==> config.mk <==
export PLATFORM = sky130hd
export DESIGN_NAME = i2s_serial_tx
export DESIGN_NICKNAME = d
export VERILOG_FILES = /design/src/rtl/i2s_serial_tx_pkg.sv /design/src/rtl/i2s_bck_prescaler.sv /design/src/rtl/i2s_serial_tx.sv
export SDC_FILE = /design/constraint.sdc
export NUM_CORES = 1
export LEC_CHECK = 0
export ABC_AREA = 1
export CORE_AREA = 2 2 99 149
export CTS_BUF_LIST = sky130_fd_sc_hd__clkbuf_4 sky130_fd_sc_hd__clkbuf_8 sky130_fd_sc_hd__clkbuf_16
export CTS_CLUSTER_DIAMETER = 120
export DETAILED_ROUTE_END_ITERATION = 6
export DIE_AREA = 0 0 101 151
export PLACE_DENSITY_LB_ADDON = 0.1
export SLEW_MARGIN = 40
export SYNTH_ARGS = -nofsm -noshare
export SYNTH_HDL_FRONTEND = slang
export SYNTH_SLANG_ARGS = --single-unit
==> constraint.sdc <==
create_clock -name AMCLK_i -period 2.7 [get_ports AMCLK_i]
set_input_delay 0.675 -clock AMCLK_i [delete_from_list [all_inputs] [get_ports AMCLK_i]]
set_output_delay 0.675 -clock AMCLK_i [all_outputs]
set_load 0.1 [all_outputs]
==> src/rtl/i2s_serial_tx_pkg.sv <==
`default_nettype none
// ---------------------------------------------------------------------------
// Module : i2s_serial_tx_pkg
// Brief  : Shared audio constants and stereo sample type for the I2S paths.
// Rev    : 1.0
// ---------------------------------------------------------------------------
package i2s_serial_tx_pkg;

  localparam int I2S_DATA_BITS  = 24;
  localparam int I2S_SLOT_BITS  = 32;
  localparam int I2S_FRAME_BITS = 2 * I2S_SLOT_BITS;

  typedef struct packed {
    logic signed [I2S_DATA_BITS-1:0] left;
    logic signed [I2S_DATA_BITS-1:0] right;
  } stereo_sample_t;

  // Counter width able to hold 0..n-1, never narrower than one bit.
  function automatic int i2s_cnt_width(input int n);
    return (n > 1) ? $clog2(n) : 1;
  endfunction

endpackage
`default_nettype wire

==> src/rtl/i2s_bck_prescaler.sv <==
`default_nettype none
// ---------------------------------------------------------------------------
// Module : i2s_bck_prescaler
// Brief  : AMCLK-to-BCK divider with falling-edge event and 2x slow mode.
// Rev    : 1.0
// ---------------------------------------------------------------------------
module i2s_bck_prescaler
  import i2s_serial_tx_pkg::*;
#(
  parameter int BCK_HALF = 2
) (
  input  logic AMCLK_i,
  input  logic reset_n,
  input  logic i_downsample_2x,
  output logic o_bck,
  output logic o_fall_evt
);

  localparam int c_cnt_w = i2s_cnt_width(2 * BCK_HALF);
  localparam logic [c_cnt_w-1:0] c_last_norm = c_cnt_w'(BCK_HALF - 1);
  localparam logic [c_cnt_w-1:0] c_last_slow = c_cnt_w'(2 * BCK_HALF - 1);

  logic [c_cnt_w-1:0] r_cnt;
  logic               r_ds;
  logic               r_bck;
  logic               w_wrap;

  // The divide mode only changes at a wrap, so every BCK phase is whole.
  assign w_wrap = (r_cnt == (r_ds ? c_last_slow : c_last_norm));

  always_ff @(posedge AMCLK_i or negedge reset_n) begin
    if (!reset_n) begin
      r_cnt <= '0;
      r_ds  <= 1'b0;
      r_bck <= 1'b0;
    end else if (w_wrap) begin
      r_cnt <= '0;
      r_ds  <= i_downsample_2x;
      r_bck <= ~r_bck;
    end else begin
      r_cnt <= r_cnt + 1'b1;
    end
  end

  assign o_bck      = r_bck;
  assign o_fall_evt = w_wrap & r_bck;

endmodule
`default_nettype wire

==> src/rtl/i2s_serial_tx.sv <==
`default_nettype none
// ---------------------------------------------------------------------------
// Module : i2s_serial_tx
// Brief  : Philips-I2S master transmitter with optional 2x rate reduction.
// Rev    : 1.0
// ---------------------------------------------------------------------------
module i2s_serial_tx
  import i2s_serial_tx_pkg::*;
#(
  parameter int DATA_BITS = I2S_DATA_BITS,
  parameter int SLOT_BITS = I2S_SLOT_BITS,
  parameter int BCK_HALF  = 2
) (
  input  logic                        AMCLK_i,
  input  logic                        reset_n,
  input  logic signed [DATA_BITS-1:0] APSDATA_LEFT_i,
  input  logic signed [DATA_BITS-1:0] APSDATA_RIGHT_i,
  input  logic                        APDATA_VALID_i,
  input  logic                        downsample_2x,
  output logic                        I2S_BCK,
  output logic                        I2S_WS,
  output logic                        I2S_DATA,
  output logic                        FRAME_START_o
);

  localparam int c_frame = 2 * SLOT_BITS;
  localparam int c_bw    = i2s_cnt_width(c_frame);
  localparam logic [c_bw-1:0] c_last_bit = c_bw'(c_frame - 1);
  localparam logic [c_bw-1:0] c_slot     = c_bw'(SLOT_BITS);
  localparam logic [c_bw-1:0] c_data     = c_bw'(DATA_BITS);

  logic                 w_bck;
  logic                 w_fall;
  logic [c_bw-1:0]      r_bitcnt;
  logic [c_bw-1:0]      w_bitcnt_nxt;
  logic [c_bw-1:0]      w_pos;
  logic                 w_right;
  logic                 w_load;
  logic                 w_shift;
  logic [DATA_BITS-1:0] r_hold_l;
  logic [DATA_BITS-1:0] r_hold_r;
  logic [DATA_BITS-1:0] r_sh_l;
  logic [DATA_BITS-1:0] r_sh_r;
  logic                 r_ws;
  logic                 r_data;
  logic                 r_fs;

  i2s_bck_prescaler #(
    .BCK_HALF (BCK_HALF)
  ) u_prescaler (
    .AMCLK_i         (AMCLK_i),
    .reset_n         (reset_n),
    .i_downsample_2x (downsample_2x),
    .o_bck           (w_bck),
    .o_fall_evt      (w_fall)
  );

  // Position decode uses the count that becomes current at this fall.
  always_comb begin
    w_bitcnt_nxt = (r_bitcnt == c_last_bit) ? '0 : r_bitcnt + 1'b1;
    w_right      = (w_bitcnt_nxt >= c_slot);
    w_pos        = w_right ? (w_bitcnt_nxt - c_slot) : w_bitcnt_nxt;
    w_load       = (w_bitcnt_nxt == '0);
    w_shift      = (w_pos != '0) && (w_pos <= c_data);
  end

  always_ff @(posedge AMCLK_i or negedge reset_n) begin
    if (!reset_n) begin
      r_bitcnt <= c_last_bit;
      r_hold_l <= '0;
      r_hold_r <= '0;
      r_sh_l   <= '0;
      r_sh_r   <= '0;
      r_ws     <= 1'b0;
      r_data   <= 1'b0;
      r_fs     <= 1'b0;
    end else begin
      r_fs <= 1'b0;
      if (APDATA_VALID_i) begin
        r_hold_l <= APSDATA_LEFT_i;
        r_hold_r <= APSDATA_RIGHT_i;
      end
      if (w_fall) begin
        r_bitcnt <= w_bitcnt_nxt;
        r_ws     <= w_right;
        r_data   <= 1'b0;
        // Load sees the holding value from before any same-cycle capture.
        if (w_load) begin
          r_sh_l <= r_hold_l;
          r_sh_r <= r_hold_r;
          r_fs   <= 1'b1;
        end else if (w_shift) begin
          if (w_right) begin
            r_data <= r_sh_r[DATA_BITS-1];
            r_sh_r <= {r_sh_r[DATA_BITS-2:0], 1'b0};
          end else begin
            r_data <= r_sh_l[DATA_BITS-1];
            r_sh_l <= {r_sh_l[DATA_BITS-2:0], 1'b0};
          end
        end
      end
    end
  end

  assign I2S_BCK       = w_bck;
  assign I2S_WS        = r_ws;
  assign I2S_DATA      = r_data;
  assign FRAME_START_o = r_fs;

endmodule
`default_nettype wire

# [Yosys cells after proc, flatten, opt, wreduce, memory -nomap -nowiden]
# Cells that the tools add are included.
[word_totals] elab_cells=43 in_bits=52 out_inout_bits=4 regBits=109
[op_classes] n_reduce_logical=7 eq_ne=3 n_addsub=3 n_bitwise=2 n_mux=15 magnitude_cmp=2
[op_table] op="two-way mux 24 bit" count=6
[op_table] op="two-way mux 6 bit" count=2
[op_table] op="adder 6 x 1 -> 6 bit (second input constant)" count=1
[op_table] op="equality test 6 bit (second input constant)" count=1
[op_table] op=">= comparator 6 bit (second input constant)" count=1
[op_table] op="less-or-equal comparator 6 x 5 -> 1 bit (second input constant)" count=1
[op_table] op="logical NOT 6 bit" count=1
[op_table] op="AND reduction 3 bit" count=2
[op_table] op="nonzero test 6 bit" count=1
[op_table] op="subtractor 6 bit (second input constant)" count=1
[op_table] op="two-way mux 1 bit" count=5
[op_table] op="two-way mux 2 bit" count=2
[op_table] op="nonzero test 2 bit" count=2
[op_table] op="adder 2 x 1 -> 2 bit (second input constant)" count=1
[op_table] op="equality test 2 bit" count=1
[op_table] op="!= test 2 x 1 -> 1 bit (second input constant)" count=1
[op_table] op="AND 1 bit" count=1
[op_table] op="logical AND 1 bit" count=1
[op_table] op="NOT 1 bit" count=1

# [Depth between registers and ports, before layout]
# Gate-level depths: netlist of the first run.
[logic_depth] depth_word=8 depth_mapped=13 ltp_nobuf=12

# [By module]
# From an unflattened synthesis of the first run, not the netlist that was laid out.
[unflattened] hier_cells=611 hier_area_um2=5079.9
[modules_own_cells] mod="i2s_serial_tx" seq_area_each_um2=2635.0 n_inst=1 area_per_inst_um2=4899.7 cells_each=588
[modules_own_cells] mod="i2s_bck_prescaler" seq_area_each_um2=100.1 n_inst=1 area_per_inst_um2=180.2 cells_each=23

# [Worst setup path before layout of the first run]
# OpenSTA, ideal clock, no wires.
[synth_path] kind="register to register" from="reg u_prescaler.r_bck (netlist: u_prescaler.o_bck)" to="reg r_sh_l[10]" period_less_slack_ns=2.113 arrival_time_ns=1.996 slack_ns=0.587 n_path_buf=1 t_required_ns=2.583 setup_ns=0.117 stages_incl_launch_ff=9 cell_sequence="dfrtp_1 > nand3_2 > inv_2 > nand2_1 > nor2_4 > inv_2 > buf_2 > nand2_1 > nand2_1"
[synth_between] elab_chain_cells=2
[synth_lines] item="start: declaration" line="i2s_bck_prescaler.sv:25" source="logic r_bck;"
[synth_lines] item="start signal: assignment" line="i2s_bck_prescaler.sv:39" source="r_bck <= ~r_bck;"
[synth_lines] item="AND 1 bit" line="i2s_bck_prescaler.sv:46" source="assign o_fall_evt = w_wrap & r_bck;"
[synth_lines] item="AND reduction 3 bit (no source line)"
[synth_lines] item="end signal: assignment" line="i2s_serial_tx.sv:89" source="r_sh_l <= r_hold_l;"
[synth_lines] item="end signal: assignment" line="i2s_serial_tx.sv:98" source="r_sh_l <= {r_sh_l[DATA_BITS-2:0], 1'b0};"
[synth_lines] item="end: declaration" line="i2s_serial_tx.sv:42" source="logic [DATA_BITS-1:0] r_sh_l;"
# Every way passes these cells.
# A chain may end at the register's enable or synchronous reset.

# [Worst setup path in the final report of the first run]
[layout_path] from="reg r_bitcnt[1]" to="reg r_sh_r[3]"
[layout_between] elab_chain_cells=8 elab_cells_between_ends=14 classes_between="2 x add/sub; 2 x order compare; 1 x eq/ne; 3 x mux; 6 x reduce/logical"
[layout_lines] item="start: declaration" line="i2s_serial_tx.sv:34" source="logic [c_bw-1:0] r_bitcnt;"
[layout_lines] item="start signal: assignment" line="i2s_serial_tx.sv:69" source="r_bitcnt <= c_last_bit;"
[layout_lines] item="start signal: assignment" line="i2s_serial_tx.sv:84" source="r_bitcnt <= w_bitcnt_nxt;"
[layout_lines] item="adder 6 x 1 -> 6 bit / equality test 6 bit (equally long branches)" line="i2s_serial_tx.sv:60" source="w_bitcnt_nxt = (r_bitcnt == c_last_bit) ? '0 : r_bitcnt + 1'b1;"
[layout_lines] item="two-way mux 6 bit (*)" line="i2s_serial_tx.sv:60"
[layout_lines] item="subtractor 6 bit / >= comparator 6 bit (equally long branches)" line="i2s_serial_tx.sv:62, i2s_serial_tx.sv:61"
[layout_lines] item="two-way mux 6 bit" line="i2s_serial_tx.sv:62" source="w_pos = w_right ? (w_bitcnt_nxt - c_slot) : w_bitcnt_nxt;"
[layout_lines] item="less-or-equal comparator 6 x 5 -> 1 bit / nonzero test 6 bit (equally long branches)" line="i2s_serial_tx.sv:64" source="w_shift = (w_pos != '0) && (w_pos <= c_data);"
[layout_lines] item="logical AND 1 bit" line="i2s_serial_tx.sv:64"
[layout_lines] item="nonzero test 2 bit (no source line)"
[layout_lines] item="AND reduction 3 bit (no source line)"
[layout_lines] item="end signal: assignment" line="i2s_serial_tx.sv:90" source="r_sh_r <= r_hold_r;"
[layout_lines] item="end signal: assignment" line="i2s_serial_tx.sv:95" source="r_sh_r <= {r_sh_r[DATA_BITS-2:0], 1'b0};"
[layout_lines] item="end: declaration" line="i2s_serial_tx.sv:43" source="logic [DATA_BITS-1:0] r_sh_r;"
# Mark *: on every way between the ends. The rest lies on a longest branch, timed or not.

==> flow_summary_export.csv, run 1 <==
group,metric,value,unit
setup_path,cp_top_family,"simple AND/OR/NAND/NOR gates",
routing,totalWireLength,10950,um
clocking,clock_sinks,109,
placed_design,gp_congestion,0.7460,
setup_path,reg2reg_from,"r_bitcnt[1]",
routing,vias,3900,
placed_design,pre_cts_ws,0.3244,ns
yosys,synth_cells,604,
routing,wl_per_cell,13.34,um
clocking,cts_root_buffer,"clkbuf_16",
sta,setup_tns,0,ns
sta,setup_viol,0,
placed_design,dpl.hpwl,7146,um
global_route,grt_first_pass_wirelength,18550,um
pwr,p_seq_share,42.0,%
clocking,cts_buffers,9,
clocking,htreeDepth,3,
pwr,switching_share,35.42,%
worst_hold_path,holdCritPathClass,"in -> async",
yosys,ys_warn_count,0,
routing,top_layer_used,"met4",
floorplan,initial_utilization,36.34,%
final_layout,syn_to_final_growth,20.27,%
floorplan,die_x,101,um
pwr,p_comb_share,30.8,%
clocking,cts.clk_slew.worst_paths,0.07,ns
routing,wl_met3,324,um
yosys,ys_ff_latch,109,
final_layout,num-fill-cells,1417,
floorplan,die_area,15250,um2
routing,drt_iter0_markers,154,
setup_path,critPathLaunchType,"register",
routing,drc,0,
final_layout,diodes,0,
pwr,p_sw,1.871,mW
clocking,post-cts-setup-buffers,0,
sta,fin_ws,0.3355,ns
global_route,grt_max_degree,72,
routing,m1WireLength,4986,um
yosys,yosysSeqAreaShare,54.04,%
floorplan,die_height,151,um
pwr,p_int,3.411,mW
pwr,p_per_area,867.7,nW/um2
final_layout,drive_above_1_share,11.74,%
setup_path,critPathMaxFanout,23,
floorplan,coreArea,13930,um2
final_layout,fin_nets,705,
yosys,synth_area_leaders,"dfrtp_1 51%, nand2_1 16%, nand3_1 10%",
flow_run,cap_viol_max_count,0,
setup_path,end_kind,"register",
sta,max_freq,422.9,MHz
clocking,clock_latency,0.35,ns
clocking,cts.repair.resized,0,
routing,ant_nets,0,
yosys,avgSynthCellArea,8.379,um2
yosys,synth_largest_area_cell,"dfrtp_1",
setup_path,path_class,"reg -> reg",
status,status,"finished, final reports clean",
setup_path,critPathBufInv,0,
floorplan,row_count,53,
sta,finalHoldViolCount,0,
sta,slew_viol_final,0,
global_route,overflow,0,
sta,worst_pin_slew,0.4635,ns
placed_design,portBuffers,55,
yosys,syn_nets,658,
setup_path,cpPeakStageDelay,0.57,ns
global_route,antenna_found_initial,0,
setup_path,r2r_end,"r_sh_r[3]",
routing,wl_met2,5512,um
global_route,grt_use_total,15.20,%
floorplan,ioPinCount,56,
setup_path,crit_required,2.93,ns
routing,viasPerCell,4.750,
clocking,hold_buffers,0,
sta,period_minus_slack,2.364,ns
global_route,first_global_vias,3810,
setup_path,cp_slowest_cell,"dfstp_2",
pwr,pwr-share-clk,27.2,%
clocking,cts_tree,"yes",
setup_path,rrSetupSlack,0.34,ns
routing,dr.pass1.iters,4,
sta,fin_worst_skew,0.01176,ns
yosys,netlist_area,5061,um2
clocking,clock_path_buffers,2,
sta,relSlewSlack,69.10,%
sta,period_share,87.57,%
pwr,p_leak,3.131,nW
setup_path,path_cells,"ha_1 > nand2_2 > o21ai_1 > nand2_1 > nand2_2 > nor2_1 > nand3_1 > nand2_2 > nand2_1 > nand2_1",
pwr,vdd_drop_max,307.1,uV
yosys,ys_types,23,
setup_path,critPathArrivalTime,2.59,ns
yosys,synth_top_area_share,50.93,%
setup_path,ff2ff_path_depth,10,
sta,rsz0062_at_grt,"false",
==> layout by cell type, fill, tap and decap left out, types with 2 or more instances in the layout <==
cell | netlist | final
ha_1 | 2 | 2
o21ai_0 | 28 | 28
clkbuf_16 | 0 | 9
nand2_2 | 4 | 4
clkdlybuf4s50_1 | 0 | 49
buf_4 | 2 | 16
nor2_4 | 2 | 2
mux2_2 | 25 | 25
nand3_2 | 2 | 2
nor2_1 | 11 | 11
buf_12 | 0 | 2
inv_2 | 2 | 2
nand3_1 | 103 | 103
dfstp_2 | 6 | 6
clkinv_4 | 0 | 2
bufinv_16 | 0 | 2
dfrtp_1 | 103 | 103
nand4_1 | 3 | 3
a21oi_1 | 2 | 2
inv_1 | 61 | 61
clkinv_1 | 2 | 2
nand2_1 | 213 | 213
==> power groups by stage <==
stage / Clock [mW] / Sequential [mW] / Combinational [mW]
floorplan: 0 / 2.28 / 1.18
global placement: 0 / 2.24 / 1.64
detailed placement: 0 / 2.25 / 1.66
CTS: 1.49 / 2.22 / 1.67
global route: 1.54 / 2.26 / 1.90
finish: 1.43 / 2.22 / 1.63
==> worst reg2reg max path, cell delays in order, from the launching register on <==
cell and delay [ns]:
dfstp_2 0.57, ha_1 0.20, nand2_2 0.10, o21ai_1 0.13, nand2_1 0.09, nand2_2 0.23, nor2_1 0.09, nand3_1 0.25
nand2_2 0.36, nand2_1 0.15, nand2_1 0.06
==> final cells by class <==
type	instances	area (um2)	share of cell area [%]
Sequential cell	109	2735	44.93
Multi-Input combinational cell	398	1922	31.57
Timing Repair Buffer	68	655.6	10.77
Inverter	65	244.0	4.008
Clock buffer	9	225.2	3.700
Tap cell	165	206.4	3.392
Clock inverter	7	98.84	1.624
==> kinds of logic after synthesis <==
kind of cell / count (synthesis) / synth area share, %
adders and majority gates: 2 / 0.4944
AOI/OAI and AO/OA: 32 / 3.238
and+or+nand+nor: 338 / 28.50
DFF: 109 / 54.04
xor gates and xnor gates: 1 / 0.1731
muxes: 25 / 5.562
buffers and inverters: 97 / 7.985
==> flip-flops by register name, summed over array words and instances, names as in the netlist <==
register / cells
r_sh_l: 24
FRAME_START_o: 1
u_prescaler.r_cnt: 2
r_hold_l: 24
u_prescaler.r_ds: 1
u_prescaler.o_bck: 1
I2S_DATA: 1
r_sh_r: 24
I2S_WS: 1
r_bitcnt: 6
r_hold_r: 24
==> worst max path at each step <==
stage | startpoint | endpoint | depth (start not counted)
6_report | r_bitcnt[1] | r_sh_r[3] | 10
2_1_floorplan | u_prescaler.o_bck | r_sh_l[10] | 8
5_1_grt | r_bitcnt[1] | r_sh_r[10] | 10
3_5_place_dp | r_bitcnt[1] | r_sh_r[17] | 10
3_3_place_gp | r_bitcnt[0] | r_sh_r[10] | 10
4_1_cts | r_bitcnt[1] | r_sh_r[3] | 10
==> cell usage after synthesis <==
master,n
mux2_2,25
nor2_1,11
o21ai_1,1
a21oi_2,1
ha_1,2
clkinv_1,2
clkbuf_1,14
xnor2_1,1
nand2_2,4
nand3_2,2
nor2_4,2
nand2_1,213
nand4_1,3
a21oi_1,2
inv_1,61
buf_6,2
dfrtp_1,103
buf_2,14
dfstp_2,6
o21ai_0,28
inv_2,2
buf_4,2
nand3_1,103
==> stage by stage <==
step | hold WS (ns) | cell area [um2] | utilization [%] | instances | power, mW
2_1_floorplan | 0.3794 | 5061 | - | 604 | 3.464
3_3_place_gp | 0.4617 | 5763 | 41.38 | 805 | 3.878
3_5_place_dp | 0.4647 | 5763 | 41.38 | 805 | 3.915
4_1_cts | 0.2638 | 6087 | 43.71 | 821 | 5.374
5_1_grt | 0.2698 | 6087 | 43.71 | 821 | 5.704
6_report | 0.2557 | 6087 | 43.71 | 821 | 5.282
==> routing by layer <==
metal,vias to the layer above,track usage (%)
met1,1853,19.32
met4,0,4.054
met5,-,0
met3,8,2.677
met2,46,26.57
li1,1993,-
Note: power is estimated with default switching activity, not from simulation.
==> run 2: changes to the inputs <==
--- a/config.mk
+++ b/config.mk
@@ -6,11 +6,12 @@
 export NUM_CORES = 1
 export LEC_CHECK = 0
 export ABC_AREA = 1
-export CORE_AREA = 2 2 99 149
+export CORE_AREA = 4 4 101 151
 export CTS_BUF_LIST = sky130_fd_sc_hd__clkbuf_4 sky130_fd_sc_hd__clkbuf_8 sky130_fd_sc_hd__clkbuf_16
 export CTS_CLUSTER_DIAMETER = 120
 export DETAILED_ROUTE_END_ITERATION = 6
-export DIE_AREA = 0 0 101 151
+export DIE_AREA = 0 0 105 155
+export DONT_BUFFER_PORTS = 1
 export PLACE_DENSITY_LB_ADDON = 0.1
 export SLEW_MARGIN = 40
 export SYNTH_ARGS = -nofsm -noshare
==> run 2 against run 1 <==
Flip-flop and latch count unchanged. Global-route usage down 0.97 points. Die area up 6.7%. Count of clock-buffer cells in the layout up 5. Sequential power about the same. Critical path depth up 1. Clock skew down 0.0036 ns. Non-clock buffer count down 56. Combinational power down 9%. Worst hold slack worse by 0.23 ns. Final cell count down 6.8%. Critical endpoint is now r_sh_r[2]. Largest cell class unchanged. Highest routed layer unchanged.
==> flow_summary_export.csv, run 2 (same netlist as run 1, synthesis figures left out) <==
group,metric,value,unit
clocking,cts_tree,"yes",
final_layout,drive_above_1_share,11.83,%
sta,holdWs,0.02502,ns
flow_run,cap_viol_max_count,0,
clocking,cts_root_buffer,"clkbuf_16",
placed_design,gp_congestion,0.7396,
clocking,cts.repair.resized,0,
sta,rsz0062_at_grt,"false",
clocking,htreeDepth,3,
global_route,grt_use_total,14.23,%
sta,fin_ws,0.3308,ns
floorplan,ioPinCount,56,
global_route,grt_first_pass_wirelength,19040,um
floorplan,coreArea,13930,um2
global_route,grt_max_degree,110,
floorplan,die_height,155,um
setup_path,path_class,"reg -> reg",
global_route,first_global_vias,3853,
clocking,cts.clk_slew.worst_paths,0.07,ns
sta,period_minus_slack,2.369,ns
floorplan,die_x,105,um
setup_path,critPathMaxFanout,23,
routing,drc,0,
clocking,hold_buffers,0,
sta,slew_viol_final,0,
final_layout,diodes,0,
clocking,clock_path_buffers,2,
sta,setup_viol,0,
routing,dr.pass1.iters,4,
global_route,overflow,0,
routing,wl_per_cell,14.07,um
placed_design,pre_cts_ws,0.3084,ns
routing,drt_iter0_markers,199,
pwr,p_per_area,909.2,nW/um2
routing,totalWireLength,10760,um
floorplan,die_area,16280,um2
sta,period_share,87.75,%
routing,vias,3723,
pwr,p_leak,2.882,nW
floorplan,row_count,53,
placed_design,portBuffers,0,
clocking,post-cts-setup-buffers,0,
setup_path,crit_required,2.93,ns
setup_path,end_kind,"register",
final_layout,syn_to_final_growth,8.529,%
pwr,vdd_drop_max,287.2,uV
clocking,cts_buffers,9,
sta,worst_pin_slew,0.8632,ns
setup_path,critPathArrivalTime,2.60,ns
final_layout,layout_common_cells,"213 x nand2_1, 103 x nand3_1, 102 x dfrtp_1",
sta,fin_worst_skew,0.008169,ns
routing,ant_nets,0,
placed_design,dpl.hpwl,6903,um
clocking,clock_latency,0.34,ns
final_layout,fin_nets,649,
final_layout,final_common_cell,"nand2_1",
sta,max_freq,422.1,MHz
sta,relSlewSlack,42.49,%
status,status,"finished, final reports clean",
setup_path,critPathLaunchType,"register",
routing,viasPerCell,4.867,
clocking,clock_sinks,109,
sta,setup_tns,0,ns
sta,finalHoldViolCount,0,
floorplan,initial_utilization,36.34,%
global_route,antenna_found_initial,0,
worst_hold_path,holdCritPathClass,"in -> async",
-- run 2: changes by cell type in the layout (fill, tap and decap cells not counted), moves of 2 or more --
cell and delta:
clkbuf_4 +4, buf_4 -5, bufinv_16 -2, clkinv_4 -2, clkdlybuf4s50_1 -49
-- run 2: worst max-delay path, stage by stage (launching register included) --
cell and delay [ns]:
dfstp_2 0.57, ha_1 0.21, nand2_2 0.10, o21ai_1 0.14
nand2_1 0.09, nand2_2 0.19, buf_4 0.22, nor2_1 0.07
nand3_1 0.14, nand2_2 0.30, nand2_1 0.16, nand2_1 0.06
-- run 2: cell type report --
| type | count | area [um2] |
|---|---|---|
| sequential | 109 | 2736 |
| multi-input combinational | 398 | 1922 |
| fill | 1467 | 8433 |
| tap | 165 | 206.4 |
| timing repair buffer | 12 | 102.6 |
| inverter | 65 | 244.0 |
| clock inverter | 2 | 12.51 |
| clock buffer | 14 | 269.0 |
-- run 2: routing by layer --
layer / routed length [um] / vias up / track usage [%]
met5: 0 / - / 0
met4: 150 / 0 / 5.191
met3: 353 / 9 / 2.989
met2: 5452 / 58 / 24.95
met1: 4805 / 1776 / 17.20
li1: - / 1880 / -
-- run 2: final timing paths --
kind,slack [ns],start,depth (start not counted),end
worst max-delay path,0.33,r_bitcnt[0],11,r_sh_r[2]
worst min-delay path,0.03,reset_n,0,r_sh_l[22]
worst max register to register,0.33,r_bitcnt[0],11,r_sh_r[2]
worst min register to register,0.48,r_sh_l[2],2,r_sh_l[2]
max in group asynchronous,2.37,reset_n,0,r_bitcnt[2]
min in group AMCLK_i,0.44,APDATA_VALID_i,1,r_hold_l[6]
-- run 2: through the flow --
step / total power [mW] / instances / util [%] / cell area, um2
after floorplan: 3.464 / 604 / - / 5061
after global routing: 5.433 / 765 / 39.44 / 5493
after CTS: 5.095 / 765 / 39.44 / 5493
after global placement: 3.761 / 749 / 37.41 / 5210
final: 4.994 / 765 / 39.44 / 5493
after detailed placement: 3.802 / 749 / 37.42 / 5211
-- run 2: report_power, final --
group	switching [mW]	total, mW	leakage (nW)	internal, mW
Sequential	0.230	2.25	1.37	2.02
Clock	0.567	1.26	0.141	0.693
Combinational	0.967	1.49	1.38	0.519
Total	1.76	4.99	2.88	3.23
